===== src/rtl/ecc_hamming_scrubber_if.sv =====
// Host-side and memory-side access buses of the scrub controller.
// master: the scrubber; slave: the host plus the ECC memory around it.
interface ecc_hamming_scrubber_if #(
  parameter int ADDR_WIDTH = 4,
  parameter int DATA_WIDTH = 8
);
  logic                  host_wr_en;
  logic [ADDR_WIDTH-1:0] host_addr;
  logic [DATA_WIDTH-1:0] host_wdata;
  logic [DATA_WIDTH-1:0] host_rdata;
  logic                  mem_wr_en;
  logic [ADDR_WIDTH-1:0] mem_addr;
  logic [DATA_WIDTH-1:0] mem_wdata;
  logic [DATA_WIDTH-1:0] mem_rdata;
  logic                  mem_err;

  modport master (
    input  host_wr_en, host_addr, host_wdata, mem_rdata, mem_err,
    output host_rdata, mem_wr_en, mem_addr, mem_wdata
  );

  modport slave (
    output host_wr_en, host_addr, host_wdata, mem_rdata, mem_err,
    input  host_rdata, mem_wr_en, mem_addr, mem_wdata
  );
endinterface


===== src/rtl/ecc_hamming_scrubber.sv =====
// Background scrubber for a Hamming SEC memory: periodically reads each word and
// writes back the corrected value when the decoder flags a single-bit fix.
module ecc_hamming_scrubber #(
  parameter int ADDR_WIDTH = 4,
  parameter int DATA_WIDTH = 8,
  parameter int INTERVAL   = 256,
  parameter int CNT_WIDTH  = 16
) (
  input  logic                  clk,
  input  logic                  rst,
  ecc_hamming_scrubber_if.master bus,
  input  logic                  scrub_en,
  output logic                  scrub_busy,
  output logic [ADDR_WIDTH-1:0] scrub_addr,
  output logic [CNT_WIDTH-1:0]  err_count,
  output logic [ADDR_WIDTH-1:0] last_err_addr,
  output logic                  pass_done
);
  localparam int IW = $clog2(INTERVAL);
  localparam logic [IW-1:0] RELOAD = IW'(INTERVAL - 1);

  typedef enum logic [1:0] {IDLE, RD, CHK, WB} state_e;

  state_e                state_q, state_d;
  logic [IW-1:0]         cnt_q, cnt_d;
  logic [ADDR_WIDTH-1:0] addr_q, addr_d;
  logic [CNT_WIDTH-1:0]  errc_q, errc_d;
  logic [ADDR_WIDTH-1:0] last_q, last_d;
  logic [DATA_WIDTH-1:0] cap_q, cap_d;
  logic                  pass_q, pass_d;
  logic                  busy_q, busy_d;
  logic                  advance;
  logic                  host_hit;

  // A host write to the word being scrubbed makes the corrected copy stale.
  assign host_hit = bus.host_wr_en && (bus.host_addr == addr_q);

  always_comb begin
    state_d = state_q;
    cnt_d   = cnt_q;
    errc_d  = errc_q;
    last_d  = last_q;
    cap_d   = cap_q;
    advance = 1'b0;
    case (state_q)
      IDLE: begin
        if (!scrub_en) cnt_d = RELOAD;
        else if (cnt_q == '0) begin
          cnt_d   = RELOAD;
          state_d = RD;
        end else cnt_d = cnt_q - 1'b1;
      end
      RD: if (!bus.host_wr_en) state_d = CHK;
      CHK: begin
        cap_d = bus.mem_rdata;
        if (!bus.mem_err) begin
          advance = 1'b1;
          state_d = IDLE;
        end else begin
          if (~&errc_q) errc_d = errc_q + 1'b1;
          last_d = addr_q;
          if (host_hit) begin
            advance = 1'b1;
            state_d = IDLE;
          end else state_d = WB;
        end
      end
      WB: begin
        // Only a write to some other word holds off the writeback.
        if (!bus.host_wr_en || host_hit) begin
          advance = 1'b1;
          state_d = IDLE;
        end
      end
      default: state_d = IDLE;
    endcase
    addr_d = advance ? addr_q + 1'b1 : addr_q;
    pass_d = advance && (&addr_q);
    busy_d = (state_d != IDLE);
  end

  always_comb begin
    bus.mem_wr_en = 1'b0;
    bus.mem_addr  = bus.host_addr;
    bus.mem_wdata = bus.host_wdata;
    if (bus.host_wr_en) bus.mem_wr_en = 1'b1;
    else if (state_q == RD || state_q == WB) begin
      bus.mem_addr = addr_q;
      if (state_q == WB) begin
        bus.mem_wr_en = 1'b1;
        bus.mem_wdata = cap_q;
      end
    end
  end

  assign bus.host_rdata = bus.mem_rdata;

  always_ff @(posedge clk or negedge rst) begin
    if (!rst) begin
      state_q <= IDLE;
      cnt_q   <= RELOAD;
      addr_q  <= '0;
      errc_q  <= '0;
      last_q  <= '0;
      cap_q   <= '0;
      pass_q  <= 1'b0;
      busy_q  <= 1'b0;
    end else begin
      state_q <= state_d;
      cnt_q   <= cnt_d;
      addr_q  <= addr_d;
      errc_q  <= errc_d;
      last_q  <= last_d;
      cap_q   <= cap_d;
      pass_q  <= pass_d;
      busy_q  <= busy_d;
    end
  end

  assign scrub_busy    = busy_q;
  assign scrub_addr    = addr_q;
  assign err_count     = errc_q;
  assign last_err_addr = last_q;
  assign pass_done     = pass_q;
endmodule


===== src/flat_wrapper.sv =====
// flat-port wrapper written by rule: the top's interface ports become plain ports
module ecc_hamming_scrubber_flat 
#(
  parameter int ADDR_WIDTH = 4,
  parameter int DATA_WIDTH = 8,
  parameter int INTERVAL   = 256,
  parameter int CNT_WIDTH  = 16
)
  (clk, rst, scrub_en, scrub_busy, scrub_addr, err_count, last_err_addr, pass_done, bus_host_wr_en, bus_host_addr, bus_host_wdata, bus_mem_rdata, bus_mem_err, bus_host_rdata, bus_mem_wr_en, bus_mem_addr, bus_mem_wdata);
  ecc_hamming_scrubber_if #(.ADDR_WIDTH(ADDR_WIDTH), .DATA_WIDTH(DATA_WIDTH)) bus_i ();
  input  logic clk;
  input  logic rst;
  input  logic scrub_en;
  output logic scrub_busy;
  output logic [ADDR_WIDTH-1:0] scrub_addr;
  output logic [CNT_WIDTH-1:0] err_count;
  output logic [ADDR_WIDTH-1:0] last_err_addr;
  output logic pass_done;
  input wire logic [$bits(bus_i.host_wr_en)-1:0] bus_host_wr_en;
  input wire logic [$bits(bus_i.host_addr)-1:0] bus_host_addr;
  input wire logic [$bits(bus_i.host_wdata)-1:0] bus_host_wdata;
  input wire logic [$bits(bus_i.mem_rdata)-1:0] bus_mem_rdata;
  input wire logic [$bits(bus_i.mem_err)-1:0] bus_mem_err;
  output wire logic [$bits(bus_i.host_rdata)-1:0] bus_host_rdata;
  output wire logic [$bits(bus_i.mem_wr_en)-1:0] bus_mem_wr_en;
  output wire logic [$bits(bus_i.mem_addr)-1:0] bus_mem_addr;
  output wire logic [$bits(bus_i.mem_wdata)-1:0] bus_mem_wdata;
  assign bus_i.host_wr_en = bus_host_wr_en;
  assign bus_i.host_addr = bus_host_addr;
  assign bus_i.host_wdata = bus_host_wdata;
  assign bus_i.mem_rdata = bus_mem_rdata;
  assign bus_i.mem_err = bus_mem_err;
  assign bus_host_rdata = bus_i.host_rdata;
  assign bus_mem_wr_en = bus_i.mem_wr_en;
  assign bus_mem_addr = bus_i.mem_addr;
  assign bus_mem_wdata = bus_i.mem_wdata;
  ecc_hamming_scrubber #(.ADDR_WIDTH(ADDR_WIDTH), .DATA_WIDTH(DATA_WIDTH), .INTERVAL(INTERVAL), .CNT_WIDTH(CNT_WIDTH)) u_core (.clk(clk), .rst(rst), .bus(bus_i), .scrub_en(scrub_en), .scrub_busy(scrub_busy), .scrub_addr(scrub_addr), .err_count(err_count), .last_err_addr(last_err_addr), .pass_done(pass_done));
endmodule

===== config.mk =====
export PLATFORM = sky130hd
export DESIGN_NAME = ecc_hamming_scrubber_flat
export DESIGN_NICKNAME = d
export VERILOG_FILES = /design/src/rtl/ecc_hamming_scrubber_if.sv /design/src/rtl/ecc_hamming_scrubber.sv /design/src/flat_wrapper.sv
export SDC_FILE = /design/constraint.sdc
export NUM_CORES = 1
export LEC_CHECK = 0
export CAP_MARGIN = 15
export CORE_ASPECT_RATIO = 1.2
export CORE_UTILIZATION = 52
export CTS_CLUSTER_DIAMETER = 120
export DETAILED_ROUTE_END_ITERATION = 8
export PLACE_DENSITY = 0.89
export SLEW_MARGIN = 20
export SYNTH_ARGS = -nofsm -noshare
export SYNTH_HDL_FRONTEND = slang
export SYNTH_SLANG_ARGS = --single-unit

===== constraint.sdc =====
create_clock -name clk -period 3.45 [get_ports clk]
set_input_delay 0.345 -clock clk [delete_from_list [all_inputs] [get_ports clk]]
set_output_delay 0.345 -clock clk [all_outputs]
set_load 0.05 [all_outputs]

==> results of run 1 <==
[power by group through the flow]
stage                     sequential, uW  combinational, uW  clock [uW]
after CTS                            873               1180         394
after global routing                 901               1260         418
final                                873               1170         389
after detailed placement             882               1170           0
after floorplan                     1040                682           0
after global placement               870               1140           0
[state kept, by name, indices dropped and copies added, names as in the netlist]
name / flops
u_core.err_count: 16
u_core.cap_q: 8
u_core.cnt_q: 8
u_core.last_err_addr: 4
u_core.scrub_addr: 4
u_core.state_q: 2
u_core.pass_done: 1
u_core.scrub_busy: 1
[metrics by stage]
| stage | area [um2] | power, uW | utilization [%] | hold WS [ps] |
|---|---|---|---|---|
| 3_3_place_gp | 3233 | 2008 | 69.35 | 475.1 |
| 6_report | 3341 | 2435 | 71.66 | 188.4 |
| 4_1_cts | 3341 | 2447 | 71.66 | 231.8 |
| 3_5_place_dp | 3233 | 2054 | 69.35 | 487.8 |
| 2_1_floorplan | 2561 | 1720 | - | 49.41 |
| 5_1_grt | 3341 | 2577 | 71.66 | 269.0 |
[critical path, delay by kind of cell (launching register included)]
| family | cells | cell delay [ps] |
|---|---|---|
| flops | 1 | 590 |
| simple gates | 1 | 450 |
| buf+inv | 2 | 1020 |
| mux | 1 | 370 |
[final cells by class]
type                       count  area [um2]  area share, %
tap                           58       72.57          2.172
multi-input combinational    169        1303          38.99
clock inverter                 2       35.03          1.049
inverter                       7       26.28         0.7865
sequential                    44        1111          33.26
timing repair buffer          73       720.7          21.57
clock buffer                   6       72.57          2.172
[worst max-delay path by stage]
stage | endpoint | startpoint | cells after the start | slack (ps)
2_1_floorplan | u_core.err_count[1]$_DFFE_PN0P_ | u_core.err_count[0]$_DFFE_PN0P_ | 5 | 1410
3_3_place_gp | bus_mem_wdata[6] | bus_host_wr_en | 5 | 560
3_5_place_dp | bus_mem_wdata[4] | bus_host_wr_en | 5 | 510
4_1_cts | bus_mem_wdata[4] | u_core.state_q[1]$_DFF_PN0_ | 4 | 360
5_1_grt | bus_mem_wdata[5] | u_core.state_q[1]$_DFF_PN0_ | 4 | 250
6_report | bus_mem_wdata[4] | u_core.state_q[1]$_DFF_PN0_ | 4 | 370
[per-layer routing]
metal	global-route usage, %	wire [um]	vias up
li1	-	-	988
met1	27.20	2304	1024
met2	40.31	2926	71
met3	3.305	301	7
met4	8.298	80	0
met5	0	0	-
[logic make-up after synthesis]
| kind of cell | Yosys count | share of synthesized area (%) |
|---|---|---|
| adder cells (fa/ha/maj) | 4 | 1.954 |
| flip-flops | 44 | 43.38 |
| AO/OA/AOI/OAI | 44 | 12.60 |
| buffers and inverters | 25 | 5.764 |
| AND/OR/NAND/NOR | 76 | 17.83 |
| XOR/XNOR | 16 | 5.765 |
| multiplexers | 29 | 12.70 |
[placed cells by master (no fill, tap or decap), types with 3 or more instances in the layout]
| master | count |
|---|---|
| clkdlybuf4s50_1 | 70 |
| nor3_1 | 5 |
| clkbuf_8 | 5 |
| xor2_1 | 8 |
| o21ai_0 | 4 |
| inv_1 | 6 |
| a21oi_1 | 4 |
| xnor2_1 | 7 |
| nand2_1 | 14 |
| o21ai_1 | 8 |
| dfstp_2 | 8 |
| dfrtp_1 | 36 |
| mux2_2 | 18 |
| nand4_1 | 5 |
| mux2_1 | 10 |
| o31ai_1 | 3 |
| o211ai_1 | 3 |
| ha_1 | 4 |
| a31oi_1 | 3 |
| nand3_1 | 6 |
| nor2_1 | 15 |
| nor4_1 | 3 |
==> impl_metrics.json, run 1 <==
{
  "outcome": "finished, final reports clean",
  "ctsResizeCount": 0,
  "slew_headroom_pct": 36.17,
  "vias": 2090,
  "rr_worst_depth": 4,
  "setup_viol": 0,
  "syn-num-nets": 267,
  "cellPowerDensity_nw_per_um2": 728.8,
  "p_leak_uw": 0.001329,
  "synthFlopType": "dfrtp_1",
  "htree_levels": 2,
  "start_util_pct": 54.94,
  "drive_above_1_share_pct": 17.28,
  "clk_path_buf_depth": 2,
  "die_area_um2": 5211,
  "ir_drop_v": 0.0004507,
  "grt_pass1_vias": 1943,
  "path_clk_slew_ps": 80,
  "wl_per_cell_um": 15.64,
  "grt_overflow": 0,
  "syn_inst": 238,
  "insertion_delay_ps": 300,
  "fp.dieH_um": 78.88,
  "reg2reg_to": "u_core.err_count[15]$_DFFE_PN0P_",
  "cp_slowest_cell": "clkdlybuf4s50_1",
  "cts_tree": "built",
  "die_w_um": 66.07,
  "portBuffers": 71,
  "ys_top_cells_by_area": "dfrtp_1 35%, dfstp_2 8.2%, mux2_2 7.9%, mux2_1 4.4%, xor2_1 2.7%",
  "layout_setup_ws_ps": 369.5,
  "yosysMostFrequentCell": "dfrtp_1",
  "rsz0062_at_grt": "false",
  "synth-edff-count": 0,
  "min_period_ps": 3080,
  "critPathArrivalTime_ps": 2740,
  "worstMarginPinSlew_ps": 957.4,
  "r2r_start": "u_core.state_q[0]$_DFF_PN0_",
  "power_frac_seq_pct": 35.8,
  "root_buffer": "clkbuf_8",
  "internal-power_uw": 1369,
  "drt_drc_violations_left": 0,
  "row_count": 27,
  "antenna_found_initial": 0,
  "min_period_over_period_pct": 89.29,
  "grtUsageTotal_pct": 22.64,
  "max_freq_mhz": 324.6,
  "diodes": 0,
  "grt_pass1_wl_um": 9039,
  "synth_warnings": 0,
  "hold_viol": 0,
  "yosysUniqueCellTypes": 65,
  "r2r_slack_ps": 1500,
  "cp-end-kind": "output port",
  "postRouteAntennaNets": 0,
  "async_flop_share_pct": 100.0,
  "cts_sinks": 44,
  "postCtsSetupRepairBufs": 0,
  "synth_top_area_cell": "dfrtp_1",
  "instances_no_fill": 359,
  "vias_per_cell": 5.822,
  "fin_worst_skew_ps": 5.558,
  "fin_setup_tns_ps": 0,
  "drtIter0Drc": 122,
  "worstPathRequired_ps": 3110,
  "cts_made_buffers": 5,
  "drtPass1Iterations": 5,
  "synth_top_area_share_pct": 35.17,
  "drv_cap": 0,
  "place_inst": 351,
  "swShare_pct": 43.79,
  "io_pins": 72,
  "dp_slack_ps": 507.9,
  "grt_max_degree": 45,
  "p_sw_uw": 1066,
  "core-area_um2": 4662,
  "final_nets": 329,
  "ys_seq_elements": 44,
  "startpoint_type": "register",
  "crit_chain": "clkinv_1 -> or2_1 -> mux2_1 -> clkdlybuf4s50_1",
  "final-max-slew-violation-count": 0,
  "cp_max_fo": 13,
  "syn_area_um2": 2561,
  "power_frac_clock_pct": 16.0,
  "gp_congestion": 0.8199,
  "syn_area_per_cell_um2": 10.76,
  "yosysSeqAreaShare_pct": 43.38,
  "yosys-top-cells-count": "36 x dfrtp_1, 18 x mux2_2, 15 x nor2_1, 14 x nand2_1, 10 x mux2_1",
  "cp_slowest_stage_delay_ps": 700,
  "hold_path_class": "primary input to async pin",
  "hpwl_um": 4017,
  "drt_wl_total_um": 5613,
  "p_comb_share_pct": 48.2,
  "synthToLayoutAreaGrowth_pct": 30.43,
  "crit_type": "register to output port",
  "hold_buffers": 0,
  "fillers": 336
}
Note: power is estimated with default switching activity, not from simulation.
==> run 2, diff against run 1 <==
- clock period: 3.45 -> 3.79 ns (I/O delays scaled with it)
==> run 2 against run 1 <==
  * First-iteration DRC count increased by 15%
  * Cell count decreased by 0.28%
  * Wire length decreased by 1.4%
  * Combinational power decreased by 9%
  * Power decreased by 8.4%
  * Sequential share of layout area unchanged
  * Register-to-register slack improved by 60 ps
  * Hold slack improved by 37 ps
  * Die area unchanged
  * Sequential cell count unchanged
==> impl_metrics.json, run 2 (synthesis gave the netlist of run 1 again) <==
{
  "layout_setup_ws_ps": 664.8,
  "ir_drop_v": 0.0004081,
  "final_cell_mix": "70 x clkdlybuf4s50_1, 36 x dfrtp_1, 18 x mux2_2",
  "min_period_ps": 3125,
  "cts_tree": "built",
  "hold_path_class": "primary input to async pin",
  "ctsResizeCount": 0,
  "drtPass1Iterations": 4,
  "startpoint_type": "register",
  "portBuffers": 71,
  "hold_buffers": 0,
  "cp_max_fo": 13,
  "worstMarginPinSlew_ps": 967.6,
  "hold_viol": 0,
  "grtUsageTotal_pct": 22.66,
  "grt_max_degree": 45,
  "final-max-slew-violation-count": 0,
  "drv_cap": 0,
  "crit_family": "buffers and inverters",
  "core-area_um2": 4662,
  "crit_chain": "clkinv_1 -> or2_1 -> mux2_1 -> clkdlybuf4s50_1",
  "dp_slack_ps": 801.8,
  "vias_per_cell": 5.740,
  "insertion_delay_ps": 310,
  "start_util_pct": 54.94,
  "htree_levels": 2,
  "die_area_um2": 5211,
  "cp.buffers_inverters": 2,
  "critPathArrivalTime_ps": 2750,
  "die_w_um": 66.07,
  "drtIter0Drc": 140,
  "wl_per_cell_um": 15.46,
  "io_pins": 72,
  "rsz0062_at_grt": "false",
  "drt_drc_violations_left": 0,
  "clk_path_buf_depth": 2,
  "layout_commonest_cell": "clkdlybuf4s50_1",
  "hpwl_um": 4002,
  "drt_wl_total_um": 5535,
  "crit_type": "register to output port",
  "largest_reg_flops": 16,
  "grt_pass1_vias": 1960,
  "antenna_found_initial": 0,
  "fin_worst_skew_ps": 10.19,
  "max_freq_mhz": 320.0,
  "postCtsSetupRepairBufs": 0,
  "fp.dieH_um": 78.88,
  "synthToLayoutAreaGrowth_pct": 30.43,
  "final_nets": 328,
  "root_buffer": "clkbuf_8",
  "gp_congestion": 0.7985,
  "outcome": "finished, final reports clean",
  "cts_sinks": 44,
  "cp_slowest_cell": "clkdlybuf4s50_1",
  "diodes": 0,
  "slew_headroom_pct": 35.49,
  "min_period_over_period_pct": 82.46,
  "post-route-util_pct": 71.66,
  "p_leak_uw": 0.001324,
  "vias": 2055,
  "setup_viol": 0,
  "worstPathRequired_ps": 3410,
  "drive_above_1_share_pct": 17.33,
  "path_clk_slew_ps": 90,
  "grt_overflow": 0,
  "cp-end-kind": "output port",
  "cellPowerDensity_nw_per_um2": 667.3,
  "cp_slowest_stage_delay_ps": 710,
  "cts_made_buffers": 5,
  "postRouteAntennaNets": 0,
  "fin_setup_tns_ps": 0,
  "grt_pass1_wl_um": 9018,
  "row_count": 27
}
run 2: layout make-up:
cell class,instances,area [um2]
Fill cell,325,1321
Multi-Input combinational cell,169,1303
Sequential cell,44,1111
Timing Repair Buffer,72,713.2
Tap cell,58,72.57
Clock buffer,5,68.82
Clock inverter,3,46.29
Inverter,7,26.28
run 2: final timing paths:
kind / cells after the start / startpoint / slack, ps / endpoint
max: 4 / u_core.state_q[1]$_DFF_PN0_ / 660 / bus_mem_wdata[5]
min: 1 / rst / 230 / u_core.state_q[1]$_DFF_PN0_
max reg2reg: 4 / u_core.state_q[1]$_DFF_PN0_ / 1560 / u_core.err_count[15]$_DFFE_PN0P_
min reg2reg: 1 / u_core.cnt_q[7]$_DFFE_PN1N_ / 490 / u_core.cnt_q[7]$_DFFE_PN1N_
max in group asynchronous: 1 / rst / 2960 / u_core.cap_q[1]$_DFFE_PN0P_
min in group clk: 1 / u_core.cnt_q[7]$_DFFE_PN1N_ / 490 / u_core.cnt_q[7]$_DFFE_PN1N_
run 2: where the power goes:
part / switching [uW] / total (uW) / internal [uW]
sequential: 171 / 794 / 623
clock: 172 / 370 / 199
combinational: 640 / 1070 / 425
run 2: layer usage:
| metal | up-vias | global-route usage (%) | routed length (um) | share of wire [%] |
|---|---|---|---|---|
| met5 | - | 0 | 0 | 0 |
| met3 | 12 | 3.448 | 296 | 5.3 |
| met2 | 64 | 39.18 | 2815 | 51 |
| met4 | 0 | 9.574 | 112 | 2.0 |
| met1 | 995 | 27.60 | 2311 | 42 |
| li1 | 984 | - | - | - |
run 2: stage by stage:
stage	std cells	hold slack, ps	power [uW]	instance area [um2]
finish	358	225.5	2229	3341
global route	358	301.4	2353	3341
CTS	358	250.8	2244	3341
detailed placement	350	479.4	1869	3226
global placement	350	475.2	1823	3226
floorplan	238	83.41	1566	2561
